## config.mk

```make
export PLATFORM = sky130hd
export DESIGN_NAME = instr_fetch_unit
export DESIGN_NICKNAME = d
export VERILOG_FILES = /design/src/rtl/instr_fetch_unit.sv
export SDC_FILE = /design/constraint.sdc
export NUM_CORES = 1
export LEC_CHECK = 0
export ABC_AREA = 1
export BUFFER_PORTS_ARGS = -buffer_cell sky130_fd_sc_hd__buf_2
export CORE_ASPECT_RATIO = 0.5
export CORE_MARGIN = 8
export CORE_UTILIZATION = 35
export CTS_BUF_LIST = sky130_fd_sc_hd__clkbuf_2 sky130_fd_sc_hd__clkbuf_4 sky130_fd_sc_hd__clkbuf_8
export DETAILED_ROUTE_END_ITERATION = 10
export GPL_ROUTABILITY_DRIVEN = 0
export SYNTH_ARGS = -nofsm -noshare
export SYNTH_HDL_FRONTEND = slang
export SYNTH_SLANG_ARGS = --single-unit
```

## constraint.sdc

```tcl
create_clock -name clk -period 1.6 [get_ports clk]
set_clock_uncertainty 0.05 [all_clocks]
set_input_delay 0.08 -clock clk [delete_from_list [all_inputs] [get_ports clk]]
set_output_delay 0.08 -clock clk [all_outputs]
set_load 0.005 [all_outputs]
```

## src/rtl/instr_fetch_unit.sv

```systemverilog
// Fetch stage: owns the PC, drives the instruction memory address, registers IF/ID.
// Optional memcopy wait state is enabled by defining MCOPY_STALL_EN.
module instr_fetch_unit #(
  parameter int unsigned             INS_ADDRESS = 32,
  parameter int unsigned             INS_W       = 32,
  parameter logic [INS_ADDRESS-1:0]  RESET_PC    = '0,
  parameter logic [INS_ADDRESS-1:0]  PC_STEP     = 'h4,
  parameter logic [INS_W-1:0]        NOP_INSTR   = 'h13
) (
  input  logic                   clk,
  input  logic                   rst_n,
  input  logic                   stall,
  input  logic                   redirect_valid,
  input  logic [INS_ADDRESS-1:0] redirect_target,
`ifdef MCOPY_STALL_EN
  input  logic                   mcopy_done,
`endif
  output logic [INS_ADDRESS-1:0] imem_addr,
  input  logic [INS_W-1:0]       imem_instr,
  output logic [INS_W-1:0]       if_instr,
  output logic [INS_ADDRESS-1:0] if_pc,
  output logic [INS_ADDRESS-1:0] if_pc_next,
  output logic                   if_valid,
  output logic                   halted
);

`ifdef MCOPY_STALL_EN
  typedef enum logic [1:0] {StBoot, StRun, StHalt, StMcopyWait} state_e;
`else
  typedef enum logic [1:0] {StBoot, StRun, StHalt} state_e;
`endif

  state_e                 state_q, state_d;
  logic [INS_ADDRESS-1:0] pc_q, pc_d;
  logic [INS_W-1:0]       if_instr_q, if_instr_d;
  logic [INS_ADDRESS-1:0] if_pc_q, if_pc_d;
  logic [INS_ADDRESS-1:0] if_pc_next_q, if_pc_next_d;
  logic                   if_valid_q, if_valid_d;
  logic                   halted_q, halted_d;

  always_comb begin
    state_d      = state_q;
    pc_d         = pc_q;
    if_instr_d   = if_instr_q;
    if_pc_d      = if_pc_q;
    if_pc_next_d = if_pc_next_q;
    if_valid_d   = if_valid_q;
    halted_d     = halted_q;

    case (state_q)
      StBoot: begin
        if_valid_d = 1'b0;
        state_d    = StRun;
      end
      StRun: begin
        if (redirect_valid) begin
          // Redirect wins over stall; the word in flight is wrong-path.
          pc_d       = redirect_target;
          if_instr_d = NOP_INSTR;
          if_valid_d = 1'b0;
        end else if (stall) begin
          // Everything holds.
        end else if (imem_instr == '0) begin
          if_valid_d = 1'b0;
          halted_d   = 1'b1;
          state_d    = StHalt;
        end else begin
          if_instr_d   = imem_instr;
          if_pc_d      = pc_q;
          if_pc_next_d = pc_q + PC_STEP;
          if_valid_d   = 1'b1;
          pc_d         = pc_q + PC_STEP;
`ifdef MCOPY_STALL_EN
          if (imem_instr[6:0] == 7'b1111111) state_d = StMcopyWait;
`endif
        end
      end
      StHalt: begin
        if_valid_d = 1'b0;
        if (redirect_valid) begin
          pc_d       = redirect_target;
          if_instr_d = NOP_INSTR;
          halted_d   = 1'b0;
          state_d    = StRun;
        end
      end
`ifdef MCOPY_STALL_EN
      StMcopyWait: begin
        // Memcopy already issued once; hold fetch until the copy engine finishes.
        if_valid_d = 1'b0;
        if (redirect_valid) begin
          pc_d       = redirect_target;
          if_instr_d = NOP_INSTR;
          state_d    = StRun;
        end else if (mcopy_done) begin
          state_d = StRun;
        end
      end
`endif
      default: state_d = StBoot;
    endcase
  end

  always_ff @(posedge clk or negedge rst_n) begin
    if (!rst_n) begin
      state_q      <= StBoot;
      pc_q         <= RESET_PC;
      if_instr_q   <= NOP_INSTR;
      if_pc_q      <= RESET_PC;
      if_pc_next_q <= RESET_PC + PC_STEP;
      if_valid_q   <= 1'b0;
      halted_q     <= 1'b0;
    end else begin
      state_q      <= state_d;
      pc_q         <= pc_d;
      if_instr_q   <= if_instr_d;
      if_pc_q      <= if_pc_d;
      if_pc_next_q <= if_pc_next_d;
      if_valid_q   <= if_valid_d;
      halted_q     <= halted_d;
    end
  end

  assign imem_addr  = pc_q;
  assign if_instr   = if_instr_q;
  assign if_pc      = if_pc_q;
  assign if_pc_next = if_pc_next_q;
  assign if_valid   = if_valid_q;
  assign halted     = halted_q;

endmodule

```

==> results of run 1 <==
flip-flops by register name, summed over array words and instances, names as in the netlist:
| signal | count |
|---|---|
| if_instr | 32 |
| if_pc | 32 |
| imem_addr | 32 |
| if_pc_next | 30 |
| state_q | 2 |
| halted | 1 |
| if_valid | 1 |
per-layer routing:
layer  global-route usage (%)  share of wire (%)  vias up
li1                         -                  -     3557
met1                     26.5                 45     3690
met2                     32.2                 47      274
met3                     3.89                6.9       35
met4                     4.45                1.4        2
met5                        0              0.047        -
power by group through the flow:
stage | Sequential [mW] | Clock (mW) | Combinational (mW)
after floorplan | 4.15 | 0 | 0.800
after global placement | 4.08 | 0 | 2.09
after detailed placement | 4.09 | 0 | 2.12
after CTS | 4.03 | 3.15 | 2.27
after global routing | 4.14 | 3.31 | 2.96
final | 4.08 | 3.13 | 2.72
placed cells by master, fill, tap and decap left out, types with 4 or more instances in the layout:
cell type,instances
nor2_4,13
dfrtp_1,125
dlygate4sd3_1,60
clkbuf_16,15
buf_12,13
nand3_2,5
inv_2,5
clkinv_4,4
nand3b_1,25
dfstp_2,4
nand3_1,61
nor2_2,8
buf_8,5
o21ai_1,20
buf_4,78
inv_1,39
buf_6,24
clkbuf_8,18
nand2_2,104
nand2_1,311
nor2_1,48
inv_6,4
o21ai_2,15
nand2_4,21
buf_2,194
o21ai_0,15
kinds of logic (layout without fill, tap and decap cells):
family / after synthesis / count (layout)
AND/OR/NAND/NOR: 609 / 610
flip-flops: 130 / 130
buffers and inverters: 90 / 471
AO/OA/AOI/OAI: 57 / 57
XOR/XNOR: 7 / 7
adder cells (fa/ha/maj): 5 / 5
multiplexers: 2 / 2
cells in the mapped netlist:
cell type / count
a31oi_1: 2
and2_1: 3
buf_1: 1
buf_2: 11
buf_4: 13
clkbuf_1: 17
clkinv_1: 1
dfrtp_1: 126
dfstp_2: 4
ha_1: 5
inv_1: 46
inv_2: 1
mux2_2: 2
nand2_1: 436
nand2_2: 1
nand2_4: 1
nand3_1: 66
nand3_2: 1
nand3b_1: 25
nand4_1: 2
nor2_1: 64
nor2_2: 4
nor2_4: 1
nor3_1: 2
o21a_1: 3
o21ai_0: 43
o21ai_1: 8
o21ai_2: 1
or2_2: 3
xnor2_1: 1
xor2_1: 6
repair_timing:
item                                   4_1_cts  5_1_grt
hold buffers                                61        0
endpoints found under the hold margin      188        0
pin swaps                                    4       43
cloned                                       0       23
buffers inserted                             3       19
setup endpoints to repair                   91      112
gates resized for setup                     23      251
cell type report:
type	count	area, µm²	area share, %
repair buffers	390	3150	28.4
multi-input cells	681	3730	33.6
repair inverters	1	5.00	0.0452
inverters	48	193	1.74
well taps	259	324	2.92
clock inverters	14	176	1.59
clock buffers	18	248	2.24
flip-flops and latches	130	3260	29.4
critical path, delay by kind of cell (launching register included):
family / cells / cell delay, ns
flip-flops: 1 / 0.39
AND/OR/NAND/NOR: 11 / 0.96
adder cells (fa/ha/maj): 1 / 0.21
stage by stage:
| stage | setup slack [ns] | power (mW) | util (%) | cell area, µm² | hold WS (ns) |
|---|---|---|---|---|---|
| 4_1_cts | -0.0540 | 9.45 | 52.9 | 9770 | 0.0126 |
| 6_report | -0.140 | 9.93 | 60.0 | 11100 | 0.0249 |
| 2_1_floorplan | 0.00688 | 4.95 | - | 6680 | -0.266 |
| 3_3_place_gp | -0.103 | 6.17 | 46.7 | 8620 | -0.0173 |
| 3_5_place_dp | -0.0966 | 6.21 | 46.7 | 8620 | -0.0205 |
| 5_1_grt | -0.233 | 10.4 | 60.0 | 11100 | 0.0254 |
path summary, 6_finish.rpt:
check | from | to | slack (ns) | cells after the start
worst max register to register | imem_addr[2] | imem_addr[28] | -0.14 | 12
worst min register to register | if_instr[4] | if_instr[4] | 0.42 | 2
min in group asynchronous | rst_n | if_instr[26] | 0.06 | 2
worst min-delay path | imem_instr[10] | if_instr[10] | 0.02 | 6
max in group asynchronous | rst_n | if_pc[9] | 0.80 | 3
worst max-delay path | imem_addr[2] | imem_addr[28] | -0.14 | 12
==> out/metrics.yaml, run 1 <==
status:
  status: "complete, but fails checks"
  violations: "negative setup slack"
floorplanning:
  die_h_um: 113
  core_area_um2: 18500
  rows: 35
  pin_count: 198
  die_w_um: 211
  dieArea_um2: 23800
  start_util_pct: 35.8
global_route:
  grt_max_degree: 52
  grt-ovfl-total: 0
  first_global_vias: 7119
  antenna_found_initial: 1
  gr-usage-all-layers_pct: 19.6
  grt_pass1_wl_um: 37900
min_path:
  hold_path.class: "primary input to register"
pwr:
  switching_power_mw: 3.30
  swShare_pct: 33.2
  vdd_drop_max_v: 0.000588
  p_int_mw: 6.64
  power_frac_seq_pct: 41.1
  p_comb_share_pct: 27.4
  power.static_leakage_nw: 5.86
  powerDensity_nw_per_um2: 896
  pwr-share-clk_pct: 31.5
logic_synthesis:
  synth_area_leaders: "dfrtp_1 (48%), nand2_1 (25%), nand3_1 (5.0%)"
  synth-warning-count: 0
  synth_top_area_share_pct: 47.6
  synth_top_cell_by_area: "dfrtp_1"
  synth-adder-area-share_pct: 0.945
  netlist_instances: 900
  yosysUniqueCellTypes: 31
  synth_nets: 973
  ys_seq_area_share_pct: 49.2
  netlist_area_um2: 6620
  post_synth_xor_area_fraction_pct: 0.926
  syn_area_per_cell_um2: 7.36
  synthSimpleGateAreaFrac_pct: 38.0
  synthMuxAreaShare_pct: 0.340
  synth_compound_gate_area_share_pct: 4.52
  ys_ff_latch: 130
  synth_top_family_by_area: "simple AND/OR/NAND/NOR gates"
sta:
  fin_crit_sh_pct: 109
  hold_violations: 0
  rsz0062_at_grt: "true"
  maxSlewViolCount: 0
  tightest_slew_ns: 0.450
  slew_headroom_pct: 70.0
  finalCriticalPeriod_ns: 1.74
  setup_ws_ns: -0.140
  setup_viol: 102
  timing.fmax_mhz: 575
  finalSetupTns_ns: -5.47
place:
  portBuffers: 197
  post-place-cells: 1406
  hpwl_um: 17500
layout:
  nets: 1342
  layout-drive-gt1-share_pct: 43.8
  n_fill_cell: 1654
  antenna_cells: 0
  layout.cells.non_filler: 1541
  area_delta_synth_final_pct: 67.4
detailed_routing:
  route.vias.total: 7558
  wirelength_um: 27600
  avgViaCountPerCell: 4.90
  avgRoutedWirePerCell_um: 17.9
  dr.pass1.iters: 5
  drc: 0
  ant_nets: 0
  drt_iter0_markers: 597
critical_path:
  cp_cell_sequence: "ha_2 -> nand2_2 -> nor2_4 -> nand2_4 -> nor2_4 -> nand2_1 -> nand2_1 -> nand2_2 -> nand2_1 -> nand2_1 -> nand3_1 -> nand2_1"
  critPathSlowestCell: "dfrtp_1"
  crit_type: "register to register"
  cp_data_arrival_time_ns: 2.02
  required_ns: 1.88
  crit_fanout: 6
  worstSetupEndpointType: "register"
  crit_path_start_kind: "register"
  cpPeakStageDelay_ns: 0.39
  crit_top_cell: "nand2_1"
flow_run:
  max_cap_violations: 0
cts:
  path_clk_slew_ns: 0.10
  numCtsBuffers: 17
  h-tree-depth: 4
  cts_max_path_buffers: 2
  tritoncts: "built"
  clock-root-buffer: "clkbuf_8"
  clock_latency_ns: 0.46
  clock_sinks: 130
Power figures use the tool's default switching activity.
==> inputs of run 2 (changes only) <==
--- a/config.mk
+++ b/config.mk
@@ -13,6 +13,8 @@
 export CTS_BUF_LIST = sky130_fd_sc_hd__clkbuf_2 sky130_fd_sc_hd__clkbuf_4 sky130_fd_sc_hd__clkbuf_8
 export DETAILED_ROUTE_END_ITERATION = 10
 export GPL_ROUTABILITY_DRIVEN = 0
+export PLACE_DENSITY = 0.57
+export SLEW_MARGIN = 10
 export SYNTH_ARGS = -nofsm -noshare
 export SYNTH_HDL_FRONTEND = slang
 export SYNTH_SLANG_ARGS = --single-unit
==> run 2 against run 1 <==
  * The run still ends with negative setup slack left
  * Sequential power up 1%
  * First-iteration DRC count increased by 1.8%
  * Final cell count down 0.26%
  * Routed wire length is 1.2% lower
  * Largest cell class unchanged
==> out/metrics.yaml, run 2 (synthesized netlist as in run 1, its figures left out) <==
sta:
  fin_crit_sh_pct: 109  # about the same
  maxSlewViolCount: 0  # unchanged
  setup_viol: 116  # +14%
  setup_ws_ns: -0.140  # +0.000409 ns
  finalCriticalPeriod_ns: 1.74  # -0.000409 ns
  finalSetupTns_ns: -11.04  # -5.57 ns
  slew_headroom_pct: 68.5  # -1.5 points
  tightest_slew_ns: 0.473  # +0.0228 ns
  hold_violations: 0  # unchanged
  rsz0062_at_grt: "true"
  timing.fmax_mhz: 575  # about the same
floorplanning:
  core_area_um2: 18500  # unchanged
  die_h_um: 113  # unchanged
  die_w_um: 211  # unchanged
  start_util_pct: 35.8  # unchanged
  dieArea_um2: 23800  # unchanged
  pin_count: 198  # unchanged
  rows: 35  # unchanged
status:
  status: "complete, but fails checks"
  violations: "negative setup slack"
flow_run:
  max_cap_violations: 0  # unchanged
critical_path:
  reg2regPathDepth: 9  # -3
  crit_type: "register to register"
  crit_start: "state_q[1]"
  timing.rr.end: "imem_addr[20]"
  reg2reg_from: "state_q[1]"
  cp_data_arrival_time_ns: 2.02  # about the same
  crit_fanout: 7  # +1
  rrSetupSlack_ns: -0.14  # about the same
  worstSetupEndpointType: "register"
  required_ns: 1.88  # about the same
  crit_path_start_kind: "register"
detailed_routing:
  wirelength_um: 27300  # -1.2%
  avgRoutedWirePerCell_um: 17.8  # -0.95%
  drt_iter0_markers: 608  # +1.8%
  ant_nets: 0  # unchanged
  dr.pass1.iters: 6  # +1
  route.vias.total: 7509  # -0.65%
  avgViaCountPerCell: 4.89  # -0.39%
  drc: 0  # unchanged
layout:
  final_core_util_pct: 60.5  # +0.47 points
  multi_input_area_um2: 3750  # +0.47%
  layout_commonest_cell: "nand2_1"
  area_delta_synth_final_pct: 68.7
  n_fill_cell: 1665  # +0.67%
  layout.cells.non_filler: 1537  # -0.26%
  final_cell_mix: "nand2_1 (301), buf_2 (196), dfrtp_1 (125)"
  nets: 1338  # -0.30%
  layout.area.seq_um2: 3260  # unchanged
  layout-drive-gt1-share_pct: 43.7  # -0.098 points
  antenna_cells: 0  # unchanged
cts:
  path_clk_slew_ns: 0.08  # -0.02 ns
  clock_latency_ns: 0.44  # -0.02 ns
  numCtsBuffers: 17  # unchanged
  tritoncts: "built"
  cts_max_path_buffers: 2  # unchanged
  h-tree-depth: 4  # unchanged
  clock-root-buffer: "clkbuf_8"
  clock_sinks: 130  # unchanged
pwr:
  pwr-share-clk_pct: 34.2  # +2.7 points
  powerDensity_nw_per_um2: 934  # +4.2%
  power.static_leakage_nw: 5.93  # +1.1%
  vdd_drop_max_v: 0.000603  # +2.6%
  power_frac_seq_pct: 39.6  # -1.5 points
  swShare_pct: 30.7  # -2.4 points
  finalPower_mw: 10.4  # +5.0%
  p_int_mw: 7.23  # +8.9%
  p_comb_share_pct: 26.2  # -1.2 points
  switching_power_mw: 3.21  # -2.7%
place:
  hpwl_um: 17300  # -0.87%
  portBuffers: 197  # unchanged
  dp_slack_ns: -0.167  # -0.0702 ns
  post-place-cells: 1401  # -0.36%
global_route:
  grt_pass1_wl_um: 39200  # +3.3%
  gr-usage-all-layers_pct: 20.6  # +0.93 points
  first_global_vias: 7267  # +2.1%
  antenna_found_initial: 0  # -1
  grt_max_degree: 51  # -1.9%
  grt-ovfl-total: 0  # unchanged
min_path:
  hold_path.class: "primary input to async pin"
[run 2: changes by cell type in the layout (fill, tap and decap cells not counted), moves of 5 or more]
| cell | delta |
|---|---|
| buf_12 | +6 |
| buf_6 | -14 |
| dlygate4sd3_1 | +5 |
| nand2_1 | -10 |
| nand2_4 | +12 |
| nor2_1 | +5 |
| o21ai_2 | +7 |
[run 2: stage by stage]
step	area, µm²	hold slack, ns
after floorplan	6680	-0.266
after global placement	8570	-0.00282
after detailed placement	8570	-0.00770
after CTS	10000	0.0279
after global routing	11200	0.0923
final	11200	0.0895
[run 2: power groups by stage]
stage	clock (mW)	combinational (mW)	sequential, mW
floorplan	0	0.800	4.15
CTS	3.63	2.33	4.05
finish	3.56	2.73	4.14
global route	3.75	2.99	4.19
global placement	0	2.08	4.11
detailed placement	0	2.10	4.11
[run 2: timing repair]
item / 4_1_cts / 5_1_grt
gates cloned: 5 / 17
resized for setup: 38 / 249
setup endpoints to repair: 124 / 124
endpoints found under the hold margin: 193 / 0
hold buffers: 65 / 0
pin swaps: 2 / 33
buffers inserted: 10 / 8
[run 2: worst max-delay path by stage]
stage	end	slack, ns
after detailed placement	if_pc[16]	-0.17
final	imem_addr[20]	-0.14
after global routing	if_pc_next[8]	-0.24
after global placement	imem_addr[19]	-0.12
after CTS	imem_addr[19]	-0.04
after floorplan	imem_addr[24]	0.007
[run 2: metal layers]
| layer | track usage, % | vias up | wire length (µm) |
|---|---|---|---|
| li1 | - | 3567 | - |
| met1 | 27.6 | 3605 | 12000 |
| met2 | 32.7 | 288 | 12600 |
| met3 | 4.11 | 49 | 2050 |
| met4 | 7.24 | 0 | 593 |
| met5 | 0 | - | 0 |
[run 2: critical path, cell delays in order, from the launching register on]
cell and delay, ns:
dfrtp_1 0.41, inv_2 0.09, ha_4 0.18, buf_6 0.13, nand2_4 0.05, nand3_4 0.23, nand2_8 0.17, clkbuf_16 0.21
nand2_1 0.06, nand2_1 0.05
[run 2: cell type report]
cell class / instances / area share (%)
clock buffers: 20 / 2.46
repair buffers: 387 / 28.2
well taps: 259 / 2.90
inverters: 48 / 1.72
clock inverters: 12 / 2.03
flip-flops and latches: 130 / 29.2
multi-input cells: 681 / 33.5
==> inputs of run 3 (changes only) <==
--- a/config.mk
+++ b/config.mk
@@ -14,6 +14,7 @@
 export DETAILED_ROUTE_END_ITERATION = 10
 export GPL_ROUTABILITY_DRIVEN = 0
 export PLACE_DENSITY = 0.57
+export SKIP_LAST_GASP = 1
 export SLEW_MARGIN = 10
 export SYNTH_ARGS = -nofsm -noshare
 export SYNTH_HDL_FRONTEND = slang
==> run 3 against run 2 <==
  * The run still ends with negative setup slack left
  * Combinational power about the same
  * Non-clock buffer count up 11
  * Clock power about the same
  * First-iteration DRC count down 3.9%
  * Utilization up 0.66 points
  * Power about the same
  * Routed wire length up 3.4%
  * Die area unchanged
  * Register-to-register slack worse by 0.02 ns
  * Critical path type unchanged
  * Largest cell class unchanged
  * Largest power group unchanged
==> out/metrics.yaml, run 3 (synthesized netlist as in run 1, its figures left out) <==
layout:
  final_core_util_pct: 61.1  # +0.66 points
  layout_commonest_cell: "nand2_1"
  area_delta_synth_final_pct: 70.5
  layout-drive-gt1-share_pct: 42.0  # -1.7 points
  antenna_cells: 0  # unchanged
  final_cell_mix: "nand2_1 (319), buf_2 (196), dfrtp_1 (125)"
  postLayoutCellArea_um2: 11300  # +1.1%
  nets: 1349  # +0.82%
detailed_routing:
  avgViaCountPerCell: 4.90  # +0.29%
  dr.pass1.iters: 5  # -1
  drt_iter0_markers: 584  # -3.9%
  ant_nets: 0  # unchanged
  route.vias.total: 7585  # +1.0%
  wirelength_um: 28200  # +3.4%
  drc: 0  # unchanged
  avgRoutedWirePerCell_um: 18.2  # +2.6%
floorplanning:
  die_w_um: 211  # unchanged
  dieArea_um2: 23800  # unchanged
  core_area_um2: 18500  # unchanged
  rows: 35  # unchanged
  start_util_pct: 35.8  # unchanged
  die_h_um: 113  # unchanged
  pin_count: 198  # unchanged
critical_path:
  crit_fanout: 8  # +1
  reg2reg_from: "state_q[1]"
  worstSetupEndpointType: "register"
  crit_path_start_kind: "register"
  required_ns: 1.87  # about the same
  crit_start: "state_q[1]"
  cp_data_arrival_time_ns: 2.02  # about the same
  crit_type: "register to register"
cts:
  cts_max_path_buffers: 2  # unchanged
  tritoncts: "built"
  h-tree-depth: 4  # unchanged
  clock_latency_ns: 0.44  # about the same
  clock-root-buffer: "clkbuf_8"
  path_clk_slew_ns: 0.08  # about the same
  clock_sinks: 130  # unchanged
  numCtsBuffers: 17  # unchanged
sta:
  finalSetupTns_ns: -8.84  # +2.20 ns
  hold_violations: 0  # unchanged
  slew_headroom_pct: 67.9  # -0.54 points
  timing.fmax_mhz: 569  # -0.93%
  setup_viol: 120  # +3.4%
  finalCriticalPeriod_ns: 1.76  # +0.0163 ns
  setup_ws_ns: -0.156  # -0.0163 ns
  fin_crit_sh_pct: 110  # +1.0 points
  maxSlewViolCount: 0  # unchanged
  rsz0062_at_grt: "true"
  fin_hold_ws_ns: 0.0936  # +0.00411 ns
  tightest_slew_ns: 0.481  # +0.00816 ns
pwr:
  vdd_drop_max_v: 0.000590  # -2.2%
  power.static_leakage_nw: 6.02  # +1.6%
  powerDensity_nw_per_um2: 923  # -1.1%
  finalPower_mw: 10.4  # about the same
place:
  hpwl_um: 17300  # unchanged
  portBuffers: 197  # unchanged
  placed_cell_area_um2: 8570  # unchanged
global_route:
  grt_max_degree: 51  # unchanged
  antenna_found_initial: 0  # unchanged
  grt-ovfl-total: 0  # unchanged
  first_global_vias: 7267  # unchanged
  grt_pass1_wl_um: 39200  # about the same
  gr-usage-all-layers_pct: 20.5  # about the same
status:
  violations: "negative setup slack"
  status: "complete, but fails checks"
min_path:
  hold_path.class: "primary input to async pin"
flow_run:
  max_cap_violations: 0  # unchanged
==> run 3: changes by cell type in the layout (fill, tap and decap cells not counted), sizes merged <==
cell	before	now
clkbuf	31	34
buf	311	319
==> run 3: layer usage <==
| metal | wire length [µm] | vias to the layer above | GRT usage, % |
|---|---|---|---|
| met5 | 0 | - | 0 |
| met3 | 2000 | 40 | 4.11 |
| met2 | 13000 | 300 | 32.5 |
| met4 | 571 | 0 | 7.24 |
| met1 | 12600 | 3664 | 27.6 |
| li1 | - | 3581 | - |
==> run 3: worst paths after layout <==
| kind | to | cells past startpoint | slack [ns] |
|---|---|---|---|
| max | if_pc_next[14] | 9 | -0.16 |
| min | if_instr[25] | 2 | 0.09 |
| max reg2reg | if_pc_next[14] | 9 | -0.16 |
| min reg2reg | if_instr[1] | 2 | 0.41 |
| max in group asynchronous | if_pc_next[22] | 3 | 0.72 |
| min in group clk | state_q[0] | 5 | 0.13 |
==> run 3: report_power, final <==
| group | switching [mW] | internal, mW | total (mW) |
|---|---|---|---|
| Sequential | 0.390 | 3.75 | 4.14 |
| Combinational | 1.39 | 1.34 | 2.73 |
| Clock | 1.42 | 2.15 | 3.56 |
| Total | 3.20 | 7.23 | 10.4 |
==> run 3: area by class of cell <==
class | instances | area (µm²)
inverters | 48 | 193
repair buffers | 398 | 3320
clock inverters | 12 | 226
fillers | 1640 | 7190
well taps | 259 | 324
clock buffers | 20 | 275
flip-flops and latches | 130 | 3260
multi-input cells | 681 | 3690
==> run 3: repair_timing <==
item,4_1_cts,5_1_grt
endpoints found under the setup margin,124,124
hold buffers,65,0
pin swaps,2,39
gates cloned,5,22
resized for setup,32,231
setup buffers,10,14
endpoints found under the hold margin,193,0
==> run 3: critical path, cell delays in order, from the launching register on <==
cell,delay [ns]
dfrtp_1,0.42
inv_2,0.09
ha_4,0.19
inv_4,0.05
nor3_4,0.16
o21ai_4,0.16
buf_12,0.20
buf_12,0.15
nand2_1,0.07
o21ai_0,0.08
==> run 3: stage by stage <==
| stage | worst slack, ns | cells |
|---|---|---|
| 5_1_grt | -0.272 | 1548 |
| 3_3_place_gp | -0.120 | 1401 |
| 6_report | -0.156 | 1548 |
| 4_1_cts | -0.0441 | 1513 |
| 2_1_floorplan | 0.00688 | 900 |
| 3_5_place_dp | -0.167 | 1401 |
